[config.mk]
export PLATFORM = sky130hd
export DESIGN_NAME = pkt_mem_arbiter_flat
export DESIGN_NICKNAME = d
export VERILOG_FILES = /design/src/rtl/pkt_mem_arbiter_if.sv /design/src/rtl/pkt_mem_arbiter.sv /design/src/flat_wrapper.sv
export SDC_FILE = /design/constraint.sdc
export NUM_CORES = 1
export LEC_CHECK = 0
export BUFFER_PORTS_ARGS = -buffer_cell sky130_fd_sc_hd__buf_4
export CORE_MARGIN = 5
export CORE_UTILIZATION = 35
export DETAILED_ROUTE_END_ITERATION = 6
export PLACE_DENSITY = 0.58
export SYNTH_ARGS = -nofsm -noshare
export SYNTH_HDL_FRONTEND = slang
export SYNTH_SLANG_ARGS = --single-unit
[constraint.sdc]
create_clock -name clk -period 2.8 [get_ports clk]
set_clock_uncertainty 0.1 [all_clocks]
set_input_delay 0.14 -clock clk [delete_from_list [all_inputs] [get_ports clk]]
set_output_delay 0.14 -clock clk [all_outputs]
set_load 0.05 [all_outputs]
[src/rtl/pkt_mem_arbiter_if.sv]
// Packet buffer arbiter bus bundle.
// Groups the writer handshake (wr_req/wr_addr/wr_data/wr_ack), the reader
// handshake (rd_req/rd_addr/rd_ack/rd_valid/rd_data), the single-port memory
// bus (mem_cs/mem_we/mem_addr/mem_wdata/mem_rdata) and the busy flag.
//   slave  : arbiter side (drives acks, read data and the memory bus)
//   master : requester/memory side (drives requests and mem_rdata)
interface pkt_mem_arbiter_if #(
   parameter int unsigned ADDR_W = 10,
   parameter int unsigned DATA_W = 8
);
   logic                  wr_req;
   logic [ADDR_W-1:0]     wr_addr;
   logic [DATA_W-1:0]     wr_data;
   logic                  wr_ack;
   logic                  rd_req;
   logic [ADDR_W-1:0]     rd_addr;
   logic                  rd_ack;
   logic                  rd_valid;
   logic [2*DATA_W-1:0]   rd_data;
   logic                  mem_cs;
   logic                  mem_we;
   logic [ADDR_W-1:0]     mem_addr;
   logic [DATA_W-1:0]     mem_wdata;
   logic [DATA_W-1:0]     mem_rdata;
   logic                  busy;

   modport slave (
      input  wr_req, wr_addr, wr_data, rd_req, rd_addr, mem_rdata,
      output wr_ack, rd_ack, rd_valid, rd_data, mem_cs, mem_we, mem_addr, mem_wdata, busy
   );

   modport master (
      output wr_req, wr_addr, wr_data, rd_req, rd_addr, mem_rdata,
      input  wr_ack, rd_ack, rd_valid, rd_data, mem_cs, mem_we, mem_addr, mem_wdata, busy
   );
endinterface

[src/rtl/pkt_mem_arbiter.sv]
// Packet buffer arbiter.
// Shares a single-port byte memory between the RX writer (priority) and the
// display reader, which fetches atomic 2-byte words {mem[A], mem[A+1]}.
// A starvation counter lets the reader in after STARVE_MAX consecutive writer
// grants while it is waiting. All outputs are registered.
// Ports:
//   clk  : system clock
//   rst  : asynchronous reset, active high
//   bus  : pkt_mem_arbiter_if.slave (requester handshakes, memory bus, busy)
module pkt_mem_arbiter #(
   parameter int unsigned ADDR_W     = 10,
   parameter int unsigned DATA_W     = 8,
   parameter int unsigned MEM_LAT    = 1,
   parameter int unsigned STARVE_MAX = 4
) (
   input  logic                  clk,
   input  logic                  rst,
   pkt_mem_arbiter_if.slave      bus
);

   localparam int unsigned SW = $clog2(STARVE_MAX + 2);
   localparam int unsigned LW = $clog2(MEM_LAT + 2);
   localparam logic [SW-1:0] StarveMaxC = SW'(STARVE_MAX);
   localparam logic [LW-1:0] HiCapC     = LW'(MEM_LAT);
   localparam logic [LW-1:0] LoCapC     = LW'(MEM_LAT + 1);

   typedef enum logic [2:0] {StIdle, StWrite, StRdHi, StRdLo, StRdWait} state_t;

   state_t              state;
   logic [SW-1:0]       starve_cnt;
   logic [LW-1:0]       lat_cnt;     // cycles since the high-byte issue cycle
   logic [DATA_W-1:0]   hi_byte;
   logic                rd_grant;

   assign rd_grant = bus.rd_req && (!bus.wr_req || (starve_cnt == StarveMaxC));

   always_ff @(posedge clk or posedge rst) begin
      if (rst) begin
         state         <= StIdle;
         starve_cnt    <= '0;
         lat_cnt       <= '0;
         hi_byte       <= '0;
         bus.wr_ack    <= 1'b0;
         bus.rd_ack    <= 1'b0;
         bus.rd_valid  <= 1'b0;
         bus.rd_data   <= '0;
         bus.mem_cs    <= 1'b0;
         bus.mem_we    <= 1'b0;
         bus.mem_addr  <= '0;
         bus.mem_wdata <= '0;
         bus.busy      <= 1'b0;
      end else begin
         bus.wr_ack   <= 1'b0;
         bus.rd_ack   <= 1'b0;
         bus.rd_valid <= 1'b0;
         bus.mem_we   <= 1'b0;
         if (!bus.rd_req) starve_cnt <= '0;

         unique case (state)
            StIdle: begin
               bus.mem_cs <= 1'b0;
               if (rd_grant) begin
                  state        <= StRdHi;
                  bus.busy     <= 1'b1;
                  bus.mem_cs   <= 1'b1;
                  bus.mem_addr <= bus.rd_addr;  // mem_addr doubles as the latched A
                  bus.rd_ack   <= 1'b1;
                  starve_cnt   <= '0;
                  lat_cnt      <= '0;
               end else if (bus.wr_req) begin
                  state         <= StWrite;
                  bus.busy      <= 1'b1;
                  bus.mem_cs    <= 1'b1;
                  bus.mem_we    <= 1'b1;
                  bus.mem_addr  <= bus.wr_addr;
                  bus.mem_wdata <= bus.wr_data;
                  bus.wr_ack    <= 1'b1;
                  if (bus.rd_req && (starve_cnt != StarveMaxC)) begin
                     starve_cnt <= starve_cnt + SW'(1);
                  end
               end
            end

            // Always return to idle so a held wr_req cannot be re-granted back to back.
            StWrite: begin
               state      <= StIdle;
               bus.busy   <= 1'b0;
               bus.mem_cs <= 1'b0;
            end

            StRdHi, StRdLo, StRdWait: begin
               lat_cnt <= lat_cnt + LW'(1);
               if (lat_cnt == HiCapC) hi_byte <= bus.mem_rdata;
               if (lat_cnt == LoCapC) begin
                  bus.rd_data  <= {hi_byte, bus.mem_rdata};
                  bus.rd_valid <= 1'b1;
                  bus.busy     <= 1'b0;
                  state        <= StIdle;
               end else if (state == StRdHi) begin
                  state        <= StRdLo;
                  bus.mem_addr <= bus.mem_addr + ADDR_W'(1);  // wraps at the top
               end else if (state == StRdLo) begin
                  state      <= StRdWait;
                  bus.mem_cs <= 1'b0;
               end
            end

            default: begin
               state    <= StIdle;
               bus.busy <= 1'b0;
            end
         endcase
      end
   end

endmodule

[src/flat_wrapper.sv]
// flat-port wrapper written by rule: the top's interface ports become plain ports
module pkt_mem_arbiter_flat 
#(
   parameter int unsigned ADDR_W     = 10,
   parameter int unsigned DATA_W     = 8,
   parameter int unsigned MEM_LAT    = 1,
   parameter int unsigned STARVE_MAX = 4
)
  (clk, rst, bus_wr_req, bus_wr_addr, bus_wr_data, bus_rd_req, bus_rd_addr, bus_mem_rdata, bus_wr_ack, bus_rd_ack, bus_rd_valid, bus_rd_data, bus_mem_cs, bus_mem_we, bus_mem_addr, bus_mem_wdata, bus_busy);
  pkt_mem_arbiter_if #(.ADDR_W(ADDR_W), .DATA_W(DATA_W)) bus_i ();
  input  logic clk;
  input  logic rst;
  input wire logic [$bits(bus_i.wr_req)-1:0] bus_wr_req;
  input wire logic [$bits(bus_i.wr_addr)-1:0] bus_wr_addr;
  input wire logic [$bits(bus_i.wr_data)-1:0] bus_wr_data;
  input wire logic [$bits(bus_i.rd_req)-1:0] bus_rd_req;
  input wire logic [$bits(bus_i.rd_addr)-1:0] bus_rd_addr;
  input wire logic [$bits(bus_i.mem_rdata)-1:0] bus_mem_rdata;
  output wire logic [$bits(bus_i.wr_ack)-1:0] bus_wr_ack;
  output wire logic [$bits(bus_i.rd_ack)-1:0] bus_rd_ack;
  output wire logic [$bits(bus_i.rd_valid)-1:0] bus_rd_valid;
  output wire logic [$bits(bus_i.rd_data)-1:0] bus_rd_data;
  output wire logic [$bits(bus_i.mem_cs)-1:0] bus_mem_cs;
  output wire logic [$bits(bus_i.mem_we)-1:0] bus_mem_we;
  output wire logic [$bits(bus_i.mem_addr)-1:0] bus_mem_addr;
  output wire logic [$bits(bus_i.mem_wdata)-1:0] bus_mem_wdata;
  output wire logic [$bits(bus_i.busy)-1:0] bus_busy;
  assign bus_i.wr_req = bus_wr_req;
  assign bus_i.wr_addr = bus_wr_addr;
  assign bus_i.wr_data = bus_wr_data;
  assign bus_i.rd_req = bus_rd_req;
  assign bus_i.rd_addr = bus_rd_addr;
  assign bus_i.mem_rdata = bus_mem_rdata;
  assign bus_wr_ack = bus_i.wr_ack;
  assign bus_rd_ack = bus_i.rd_ack;
  assign bus_rd_valid = bus_i.rd_valid;
  assign bus_rd_data = bus_i.rd_data;
  assign bus_mem_cs = bus_i.mem_cs;
  assign bus_mem_we = bus_i.mem_we;
  assign bus_mem_addr = bus_i.mem_addr;
  assign bus_mem_wdata = bus_i.mem_wdata;
  assign bus_busy = bus_i.busy;
  pkt_mem_arbiter #(.ADDR_W(ADDR_W), .DATA_W(DATA_W), .MEM_LAT(MEM_LAT), .STARVE_MAX(STARVE_MAX)) u_core (.clk(clk), .rst(rst), .bus(bus_i));
endmodule
# == Word-level counts from Yosys, hierarchy flattened ==
# Index checks and enable logic that the tools add are counted.
# classes
n_bitwise,1
mux,34
n_addsub,3
eq_ne,16
n_reduce_logical,16
# op_table
operator,count
10-bit two-way mux,4
3-bit two-way mux,10
10-bit case mux with 2 select lines,1
1-bit two-way mux,14
10-bit by 1-bit adder with 10-bit output (second input constant),1
2-bit AND reduction,5
2-bit by 1-bit inequality test with 1-bit output (second input constant),4
4-bit AND reduction,2
3-bit by 2-bit equality test with 1-bit output (second input constant),2
3-bit equality test (second input constant),2
3-bit case mux with 2 select lines,1
2-bit inequality test (second input constant),2
4-bit by 1-bit inequality test with 1-bit output (second input constant),1
2-bit case mux with 2 select lines,1
3-bit by 1-bit adder with 3-bit output (second input constant),1
3-bit by 1-bit equality test with 1-bit output (second input constant),1
3-bit logical NOT,1
3-bit by 2-bit inequality test with 1-bit output (second input constant),1
3-bit inequality test (second input constant),1
1-bit case mux with 3 select lines,1
3-bit AND reduction,1
3-bit nonzero test,1
3-bit OR reduction,1
2-bit by 1-bit adder with 2-bit output (second input constant),1
9 further kinds,10
# word_totals
out_inout_bits,40
word_cells,82
register_bits,55
in_bits,40

# == Depth between registers and ports, before layout ==
# Gate-level depths: netlist of run 1.
# depth
depth_word,6
ltp_mapped,8
depth_no_buf,6

# == Worst setup path after synthesis of run 1 ==
# OpenSTA, ideal clock, no wires.
# synth_path
path_type,register -> register
from,register u_core.state[1]
to,register u_core.bus.rd_data[0]
t_required_ns,2.575
path_buffers,4
setup_time_ns,0.125
synth_period_minus_slack_ns,1.883
path_slack_ns,0.917
arrival_time_ns,1.657
stages_incl_launch_ff,9
cell_sequence,dfrtp_1 > buf_4 > nor2b_1 > buf_2 > or2_1 > buf_6 > nand2_8 > buf_8 > mux2_4
# synth_between
elab_chain_len,3
word_cells_on_any_way,5
cone_classes,3 x eq/ne; 2 x reduce/logical
# synth_rtl
item,line,rtl
from (decl),pkt_mem_arbiter.sv:29,state_t state;
from (signal assigned),pkt_mem_arbiter.sv:39,state <= StIdle;
from (signal assigned),pkt_mem_arbiter.sv:63,state <= StRdHi;
from (signal assigned),pkt_mem_arbiter.sv:71,state <= StWrite;
3-bit equality test or 3-bit by 2-bit equality test with 1-bit output (tied branches),pkt_mem_arbiter.sv:59,unique case (state)
3-bit OR reduction *,pkt_mem_arbiter.sv:59,
2-bit AND reduction (no source line) *,n/a,
to (signal assigned),pkt_mem_arbiter.sv:95,"bus.rd_data <= {hi_byte, bus.mem_rdata};"
to (decl),pkt_mem_arbiter_if.sv:29,"output wr_ack, rd_ack, rd_valid, rd_data, mem_cs, mem_we, mem_addr, mem_wdata, busy"
# Every way passes the cells marked *; elsewhere a longest branch is shown, timed or not.
# A chain may end at the register's enable or synchronous reset.

# == Final worst setup path of run 1 ==
# layout_path
from,register u_core.state[2]
to,register u_core.hi_byte[6]
# layout_between
elab_chain_len,3
word_cells_on_any_way,5
cone_classes,3 x eq/ne; 2 x reduce/logical
# layout_rtl
item,line,rtl
3-bit equality test or 3-bit by 2-bit equality test with 1-bit output (tied branches),pkt_mem_arbiter.sv:59,
3-bit OR reduction *,pkt_mem_arbiter.sv:59,
2-bit AND reduction (no source line) *,n/a,
to (signal assigned),pkt_mem_arbiter.sv:93,if (lat_cnt == HiCapC) hi_byte <= bus.mem_rdata;
to (decl),pkt_mem_arbiter.sv:32,logic [DATA_W-1:0] hi_byte;
# Marks and branches as above.

==> results of run 1 <==
synthesized netlist by cell type (all sizes together), types with 3 or more instances:
library cell / number / area share (%)
a221oi: 4 / 1.3
o21ai: 9 / 1.7
and3: 6 / 1.4
mux2i: 10 / 3.7
inv: 12 / 1.7
a211oi: 3 / 0.84
o22ai: 3 / 0.70
nor3b: 4 / 1.5
dfrtp: 55 / 51
nand3: 3 / 0.56
nand2: 7 / 1.7
buf: 12 / 3.1
ha: 5 / 2.3
a21oi: 12 / 2.2
mux2: 33 / 15
nor3: 5 / 0.93
nor2: 14 / 1.9
a22oi: 3 / 0.84
state kept, by name (all words and copies together) (netlist names):
name,count
u_core.bus.rd_ack,1
u_core.bus.mem_cs,1
u_core.bus.mem_wdata,8
u_core.hi_byte,8
u_core.bus.rd_valid,1
u_core.bus.busy,1
u_core.starve_cnt,3
u_core.bus.wr_ack,1
u_core.state,3
u_core.lat_cnt,2
u_core.bus.rd_data,16
u_core.bus.mem_addr,10
logic make-up (layout without fill, tap and decap cells):
logic type / after synthesis / in the layout / synth area share [%]
multiplexers: 43 / 43 / 18.8
AO/OA/AOI/OAI: 47 / 47 / 11.7
AND/OR/NAND/NOR: 50 / 50 / 11.1
buffers and inverters: 26 / 121 / 5.06
flip-flops: 55 / 55 / 51.1
adder cells (fa/ha/maj): 5 / 5 / 2.32
report_power, final:
part	leakage [nW]	internal, W	switching [W]
logic	1.01	0.000991	0.00170
registers	0.659	0.00118	0.000311
clock network	0.0474	0.000202	0.000251
stage by stage:
| stage | area [um^2] | power [W] |
|---|---|---|
| 5_1_grt | 3630 | 0.00494 |
| 2_1_floorplan | 2700 | 0.00347 |
| 6_report | 3630 | 0.00463 |
| 3_3_place_gp | 3360 | 0.00416 |
| 3_5_place_dp | 3360 | 0.00421 |
| 4_1_cts | 3630 | 0.00469 |
layout by cell type, fill, tap and decap left out, types with 2 or more instances in the layout:
| cell type | n |
|---|---|
| a211oi_1 | 3 |
| a21oi_1 | 12 |
| a221oi_1 | 4 |
| a22oi_1 | 3 |
| a311oi_1 | 2 |
| and2_1 | 2 |
| and3_1 | 6 |
| buf_4 | 84 |
| clkbuf_8 | 6 |
| dfrtp_1 | 55 |
| dlygate4sd3_1 | 17 |
| ha_1 | 5 |
| inv_1 | 10 |
| inv_2 | 2 |
| mux2_1 | 9 |
| mux2_2 | 15 |
| mux2_4 | 9 |
| mux2i_1 | 10 |
| nand2_1 | 5 |
| nand3_1 | 3 |
| nor2_1 | 14 |
| nor2b_1 | 2 |
| nor3_1 | 5 |
| nor3b_1 | 3 |
| o21a_1 | 2 |
| o21ai_0 | 7 |
| o21ai_1 | 2 |
| o22ai_1 | 3 |
| o32ai_1 | 2 |
final cells by class:
cell class / instances / area, um^2
repair buffers: 101 / 801
multi-input cells: 145 / 1180
well taps: 102 / 128
flip-flops and latches: 55 / 1380
clock inverters: 2 / 16.3
fillers: 729 / 3980
inverters: 12 / 45.0
clock buffers: 6 / 82.6
per-layer routing:
metal | part of all wire, % | vias up | track usage (%)
met5 | 0 | - | 0
met4 | 0.70 | 0 | 3.09
met3 | 7.8 | 4 | 4.71
met2 | 46 | 72 | 21.3
met1 | 45 | 999 | 16.5
li1 | - | 1009 | -
worst max-delay path by stage:
stage                           startpoint                                end  cells after the start
2_1_floorplan  u_core.state[1]$_DFFE_PP0P_  u_core.bus.rd_data[0]$_DFFE_PP0P_                      8
3_3_place_gp   u_core.state[2]$_DFFE_PP0P_      u_core.hi_byte[6]$_DFFE_PP0P_                      4
3_5_place_dp   u_core.state[2]$_DFFE_PP0P_      u_core.hi_byte[6]$_DFFE_PP0P_                      4
4_1_cts        u_core.state[2]$_DFFE_PP0P_      u_core.hi_byte[6]$_DFFE_PP0P_                      4
5_1_grt        u_core.state[2]$_DFFE_PP0P_      u_core.hi_byte[6]$_DFFE_PP0P_                      4
6_report       u_core.state[2]$_DFFE_PP0P_      u_core.hi_byte[6]$_DFFE_PP0P_                      4
worst min-delay path, cell delays in order:
cell and delay (ns):
buf_4 0.08, mux2i_1 0.06, o21ai_1 0.11
==> key figures, run 1 <==
Status
  • Status: complete, no violations

Synth
  • Async set or reset register ratio after synthesis: 100%
  • Ys Warns: 0
  • Post-synthesis area per instance: 11.9 um^2
  • Syn Inst Count: 226
  • Post-synthesis register bit count: 55
  • Post-Syn Nets: 271
  • Post-Syn Area: roughly 0.0027 mm^2
  • Post-synth EDFFs: 0
  • Top_reg_cell synth: dfrtp_1
  • Seq/Total Area, Yosys: between 50% and 60%
  • Netlist cell types: 48

Drt
  • First-pass DRT Iterations: 4
  • Vias per std cell: slightly below 5
  • Residual DRC: 0
  • DRT iter0 DRCs: 47
  • Drt total wl: 6.03 mm
  • Vias: 2084
  • Antenna Nets Post-Route: 0
  • WL/cell: around 14 um

Critical path
  • Crit end category: register
  • Slowest stage delay, CP: a little over 0.6 ns
  • Critical path startpoint category: register
  • R2r endpoint: u_core.hi_byte[6]$_DFFE_PP0P_
  • Worst path cell trace: nor3b_4 -> or2_1 -> nand2_2 -> mux2_1
  • Worst path top cell family by delay: simple AND/OR/NAND/NOR gates
  • WP data arrival: 2.26 ns
  • Cell with the largest stage delay on the worst path: dfrtp_1
  • FF-to-FF setup slack: 0.63 ns
  • Setup CP Type: register to register
  • Buffers & Inverters on Critical Path: 0
  • Reg-to-Reg Start: u_core.state[2]$_DFFE_PP0P_
  • Worst Path Required: ~2.9 ns
  • Highest fanout seen on the critical path: 14
  • R2R depth: 4

STA
  • Fin Hold WS: 0.0185 ns
  • Final Setup Violations: 0
  • Setup TNS: 0 ns
  • Final Cycle Share: 77.5%
  • Max-slew headroom: 48.7%
  • Max-slew violation count: 0
  • Worst-Margin Slew: 0.758 ns
  • Unrepaired setup endpoints after global routing: false
  • Clock period minus worst slack: 2.17 ns
  • Hold Vio Cnt, Final: 0
  • Worst setup margin: 0.629 ns
  • Fmax: 0.461 GHz

Die
  • Num rows: 32
  • Initial Utilization: 35.4%
  • Area of the core: 0.00761 mm^2
  • Chip height: 97.8 um
  • Die Span X: between 90 and 100 um
  • Top Ports: 80
  • Die area: 0.00956 mm^2

Layout
  • Finished Layout Cells: between 400 and 500
  • Area Overhead vs Synth: 34.7%
  • Antenna Cells: 0
  • Nets: about 370
  • Post-layout util: 47.7%
  • Layout cells sized above 1: 38.9%

GRT
  • Initial antenna violation count: 0
  • Largest net degree at the start of global routing: 24
  • Gr usage total: 13.0%
  • Vias in the first global route: approximately 2200
  • Congestion Overflow GR: 0
  • First-pass GRT wire length: between 10 and 15 mm

Min path
  • Class of the worst hold path: input pin to register
  • Endpoint, Worst Hold: u_core.bus.mem_addr[3]$_DFFE_PP0P_
  • Min-delay src: bus_rd_addr[3]
  • Worst hold path stage count: 3

CTS
  • Num CTS Buffers: 5
  • Hold-fix buffers, CTS: 17
  • Clk Latency, worst-skew pair: 0.30 ns
  • Clock-pin transition on the worst setup and hold timing paths: 0.10 ns
  • CTS tree: yes
  • Cts repair resizes: 0
  • H-tree level count: 2
  • CTS sink count: 55
  • Root buf cell: clkbuf_8
  • Total setup buffers inserted after CTS: 0
  • Clk buf depth: 2

Power and ir drop
  • P_leak: between 1.5 and 2 nW
  • Maximum vdd drop: 0.503 mV
  • Pwr Density: 1270 mW/mm^2

Placed design
  • Port Buffers: 79
  • # placed instances: a little under 400
  • Setup slack at placement: 0.631 ns
  • Detailed Place HPWL: 4.45 mm
  • GPL Wtd Cong: roughly 0.80

Flow run
  • MaxCap Viol Count: 0
Note: power is estimated with default switching activity, not from simulation.
==> run 2: changes to the inputs <==
--- a/config.mk
+++ b/config.mk
@@ -5,6 +5,7 @@
 export SDC_FILE = /design/constraint.sdc
 export NUM_CORES = 1
 export LEC_CHECK = 0
+export ABC_AREA = 1
 export BUFFER_PORTS_ARGS = -buffer_cell sky130_fd_sc_hd__buf_4
 export CORE_MARGIN = 5
 export CORE_UTILIZATION = 35
==> constraint.sdc (replaced) <==
create_clock -name clk -period 2.1 [get_ports clk]
set_clock_uncertainty 0.1 [all_clocks]
set_input_delay 0.105 -clock clk [delete_from_list [all_inputs] [get_ports clk]]
set_output_delay 0.105 -clock clk [all_outputs]
set_load 0.05 [all_outputs]
==> key figures, run 2 <==
Status
  • Status: complete, no violations

Critical path
  • Critical path startpoint category: register
  • R2r endpoint: u_core.starve_cnt[2]$_DFF_PP0_
  • Worst Path Required: 2.25 ns (-0.64 ns)
  • Crit end category: register
  • Cell with the largest stage delay on the worst path: dfrtp_1
  • FF-to-FF setup slack: 0.27 ns (-0.36 ns)
  • Buffers & Inverters on Critical Path: 1 (+1)
  • Reg-to-Reg Start: u_core.starve_cnt[0]$_DFF_PP0_
  • Worst path top cell family by delay: simple AND/OR/NAND/NOR gates
  • Crit-path most repeated cell: nand2_4
  • Setup CP Type: register to register
  • Worst path cell trace: inv_1 -> ha_1 -> nand2_1 -> nand2_2 -> nand2_4 -> nand2_4 -> nor2_8 -> a21oi_1 -> nor2_1
  • Highest fanout seen on the critical path: 16 (+2)
  • CP Capture Point: u_core.starve_cnt[2]$_DFF_PP0_
  • Slowest stage delay, CP: 0.37 ns (-0.24 ns)
  • R2R depth: 9 (+5)
  • Critical path launch point: u_core.starve_cnt[0]$_DFF_PP0_
  • WP data arrival: 1.97 ns (-0.29 ns)
  • CP Depth: 9 (+5)

Power and ir drop
  • Switching power total: 0.00337 W (+49%)
  • Comb power frac: 59.6% (+1.5 points)
  • Clk network pwr share: 9.6% (-0.2 points)
  • Pwr Density: 1690 mW/mm^2 (+32%)
  • Int Power: 0.00291 W (+23%)
  • Sw frac: 53.6% (+4.8 points)
  • P_leak: 2.02 nW (+17%)
  • Maximum vdd drop: 0.835 mV (+66%)
  • Seq pwr share: 30.9% (-1.2 points)

Layout
  • Commonest cells after routing, fill and taps aside: nand2_1, buf_4, dfrtp_1, inv_1, o21ai_0
  • Largest register by flop count: u_core.bus.rd_data
  • Antenna Cells: 0 (unchanged)
  • Layout cells sized above 1: 24.4% (-15 points)
  • Most common cell after layout, fill and taps aside: nand2_1
  • Largest regs: u_core.bus.rd_data (16), u_core.bus.mem_addr (10)
  • Nets: 495 (+36%)
  • Max reg flops: 16 (unchanged)
  • Fillers: 776 (+6.4%)
  • Final instance area: 0.00372 mm^2 (+2.5%)
  • Area Overhead vs Synth: 34.9%

Drt
  • Vias: 2497 (+20%)
  • Residual DRC: 0 (unchanged)
  • DRT iter0 DRCs: 92 (+96%)
  • Drt total wl: 7.02 mm (+16%)
  • Vias per std cell: 4.52 (-8.3%)
  • First-pass DRT Iterations: 4 (unchanged)
  • WL/cell: 12.7 um (-11%)
  • Antenna Nets Post-Route: 0 (unchanged)

Placed design
  • Placed Instance Area: 0.00345 mm^2 (+2.6%)
  • Port Buffers: 79 (unchanged)
  • Detailed Place HPWL: 5.20 mm (+17%)
  • Setup slack at placement: 0.274 ns (-0.356 ns)
  • GPL Wtd Cong: 0.902 (+13%)

Synth
  • Post-synth top area share: 49.9% (-1.2 points)
  • Ys Warns: 0 (unchanged)
  • Top_reg_cell synth: dfrtp_1
  • Synth top area cells: dfrtp_1, nand2_1, o21ai_0
  • Post-synthesis area per instance: 7.86 um^2 (-34%)
  • Post-Syn Nets: 396 (+46%)
  • Largest area contributor in the netlist: dfrtp_1
  • Async set or reset register ratio after synthesis: 100% (unchanged)
  • Post-synthesis register bit count: 55 (unchanged)
  • Seq/Total Area, Yosys: 49.9% (-1.2 points)
  • Post-Syn Area: 0.00276 mm^2 (+2.4%)
  • Post-synth EDFFs: 0 (unchanged)
  • Top cells by count, synth: nand2_1, dfrtp_1, inv_1, o21ai_0, nand3_1
  • Netlist cell types: 28 (-42%)
  • Syn Inst Count: 351 (+55%)
  • Count leader, synth: nand2_1

CTS
  • H-tree level count: 2 (unchanged)
  • Clk buf depth: 2 (unchanged)
  • Clock-pin transition on the worst setup and hold timing paths: 0.10 ns (about the same)
  • Clk Latency, worst-skew pair: 0.32 ns (+0.02 ns)
  • CTS sink count: 55 (unchanged)
  • CTS tree: yes
  • Num CTS Buffers: 5 (unchanged)
  • Root buf cell: clkbuf_8

Die
  • Top Ports: 80 (unchanged)
  • Area of the core: 0.00769 mm^2 (+1.1%)
  • Die Span X: 98.8 um (+1.1%)
  • Num rows: 32 (unchanged)
  • Initial Utilization: 35.9% (+0.46 points)
  • Die area: 0.00976 mm^2 (+2.1%)
  • Chip height: 98.8 um (+1.1%)

STA
  • Worst setup margin: 0.273 ns (-0.357 ns)
  • Final Setup Violations: 0 (unchanged)
  • Hold Vio Cnt, Final: 0 (unchanged)
  • Clock period minus worst slack: 1.83 ns (-0.343 ns)
  • Max-slew headroom: 66.4% (+18 points)
  • Final Cycle Share: 87.0% (+9.5 points)
  • Worst-Margin Slew: 0.503 ns (-0.255 ns)
  • Fmax: 0.547 GHz (+19%)
  • Unrepaired setup endpoints after global routing: false
  • Setup TNS: 0 ns (unchanged)
  • Max-slew violation count: 0 (unchanged)
  • Fin Hold WS: 0.0266 ns (+0.00810 ns)

GRT
  • Initial antenna violation count: 0 (unchanged)
  • Largest net degree at the start of global routing: 26 (+8.3%)
  • Congestion Overflow GR: 0 (unchanged)
  • Vias in the first global route: 2509 (+15%)
  • Gr usage total: 14.8% (+1.8 points)
  • First-pass GRT wire length: 11.9 mm (+14%)

Min path
  • Class of the worst hold path: input pin to register

Flow run
  • MaxCap Viol Count: 0 (unchanged)
## run 2: power by group through the flow
stage / combinational [W] / clock [W] / sequential (W)
finish: 0.00374 / 0.000602 / 0.00194
global route: 0.00408 / 0.000678 / 0.00201
CTS: 0.00378 / 0.000627 / 0.00194
detailed placement: 0.00374 / 0 / 0.00195
global placement: 0.00370 / 0 / 0.00195
floorplan: 0.00158 / 0 / 0.00308
## run 2: layout make-up
cell class                      count  area, um^2  area share, %
Clock inverter                      3        23.8          0.639
Multi-Input combinational cell    248        1170           31.6
Inverter                           39         146           3.93
Timing Repair Buffer              101         803           21.6
Sequential cell                    55        1380           37.0
Clock buffer                        5        68.8           1.85
Tap cell                          102         128           3.43
## run 2: cell families after synthesis
| logic type | after synthesis | synth area share [%] |
|---|---|---|
| buf+inv | 48 | 7.53 |
| xor+xnor | 1 | 0.318 |
| flops | 55 | 49.9 |
| fa+ha+maj | 5 | 2.27 |
| compound gates | 46 | 9.30 |
| simple gates | 196 | 30.7 |
## run 2: worst min path at each step
stage                   start  slack, ns                                  end  cells past startpoint
2_1_floorplan  bus_wr_data[0]       0.12  u_core.bus.mem_wdata[0]$_DFFE_PP0P_                      2
3_3_place_gp              rst       0.08        u_core.bus.mem_cs$_DFFE_PP0P_                      2
3_5_place_dp              rst       0.08    u_core.bus.rd_data[6]$_DFFE_PP0P_                      2
4_1_cts            bus_rd_req       0.02       u_core.starve_cnt[0]$_DFF_PP0_                      3
5_1_grt            bus_rd_req       0.03       u_core.starve_cnt[1]$_DFF_PP0_                      3
6_report           bus_rd_req       0.03       u_core.starve_cnt[2]$_DFF_PP0_                      3
## run 2: metrics by stage
stage / utilization (%) / instances / total power [W]
CTS: 48.4 / 553 / 0.00634
global placement: 44.9 / 527 / 0.00565
global route: 48.4 / 553 / 0.00677
floorplan: - / 351 / 0.00466
detailed placement: 44.9 / 527 / 0.00570
finish: 48.4 / 553 / 0.00628
## run 2: worst register-to-register path, cell delays in order, from the launching register on
cell,delay (ns)
dfrtp_1,0.37
inv_1,0.07
ha_1,0.21
nand2_1,0.11
nand2_2,0.18
nand2_4,0.24
nand2_4,0.15
nor2_8,0.17
a21oi_1,0.08
nor2_1,0.09
## run 2: per-layer routing
| layer | GRT usage (%) | part of all wire, % | up-vias |
|---|---|---|---|
| met2 | 23.1 | 47 | 73 |
| met1 | 20.6 | 46 | 1122 |
| met5 | 0 | 0 | - |
| met4 | 3.99 | 0.86 | 0 |
| met3 | 3.54 | 6.9 | 6 |
| li1 | - | - | 1296 |
## run 2: what timing repair did
item | CTS | global route
endpoints found under the hold margin | 48 | 0
buffers inserted | 0 | 0
hold buffers | 18 | 0
gates resized for setup | 0 | 0
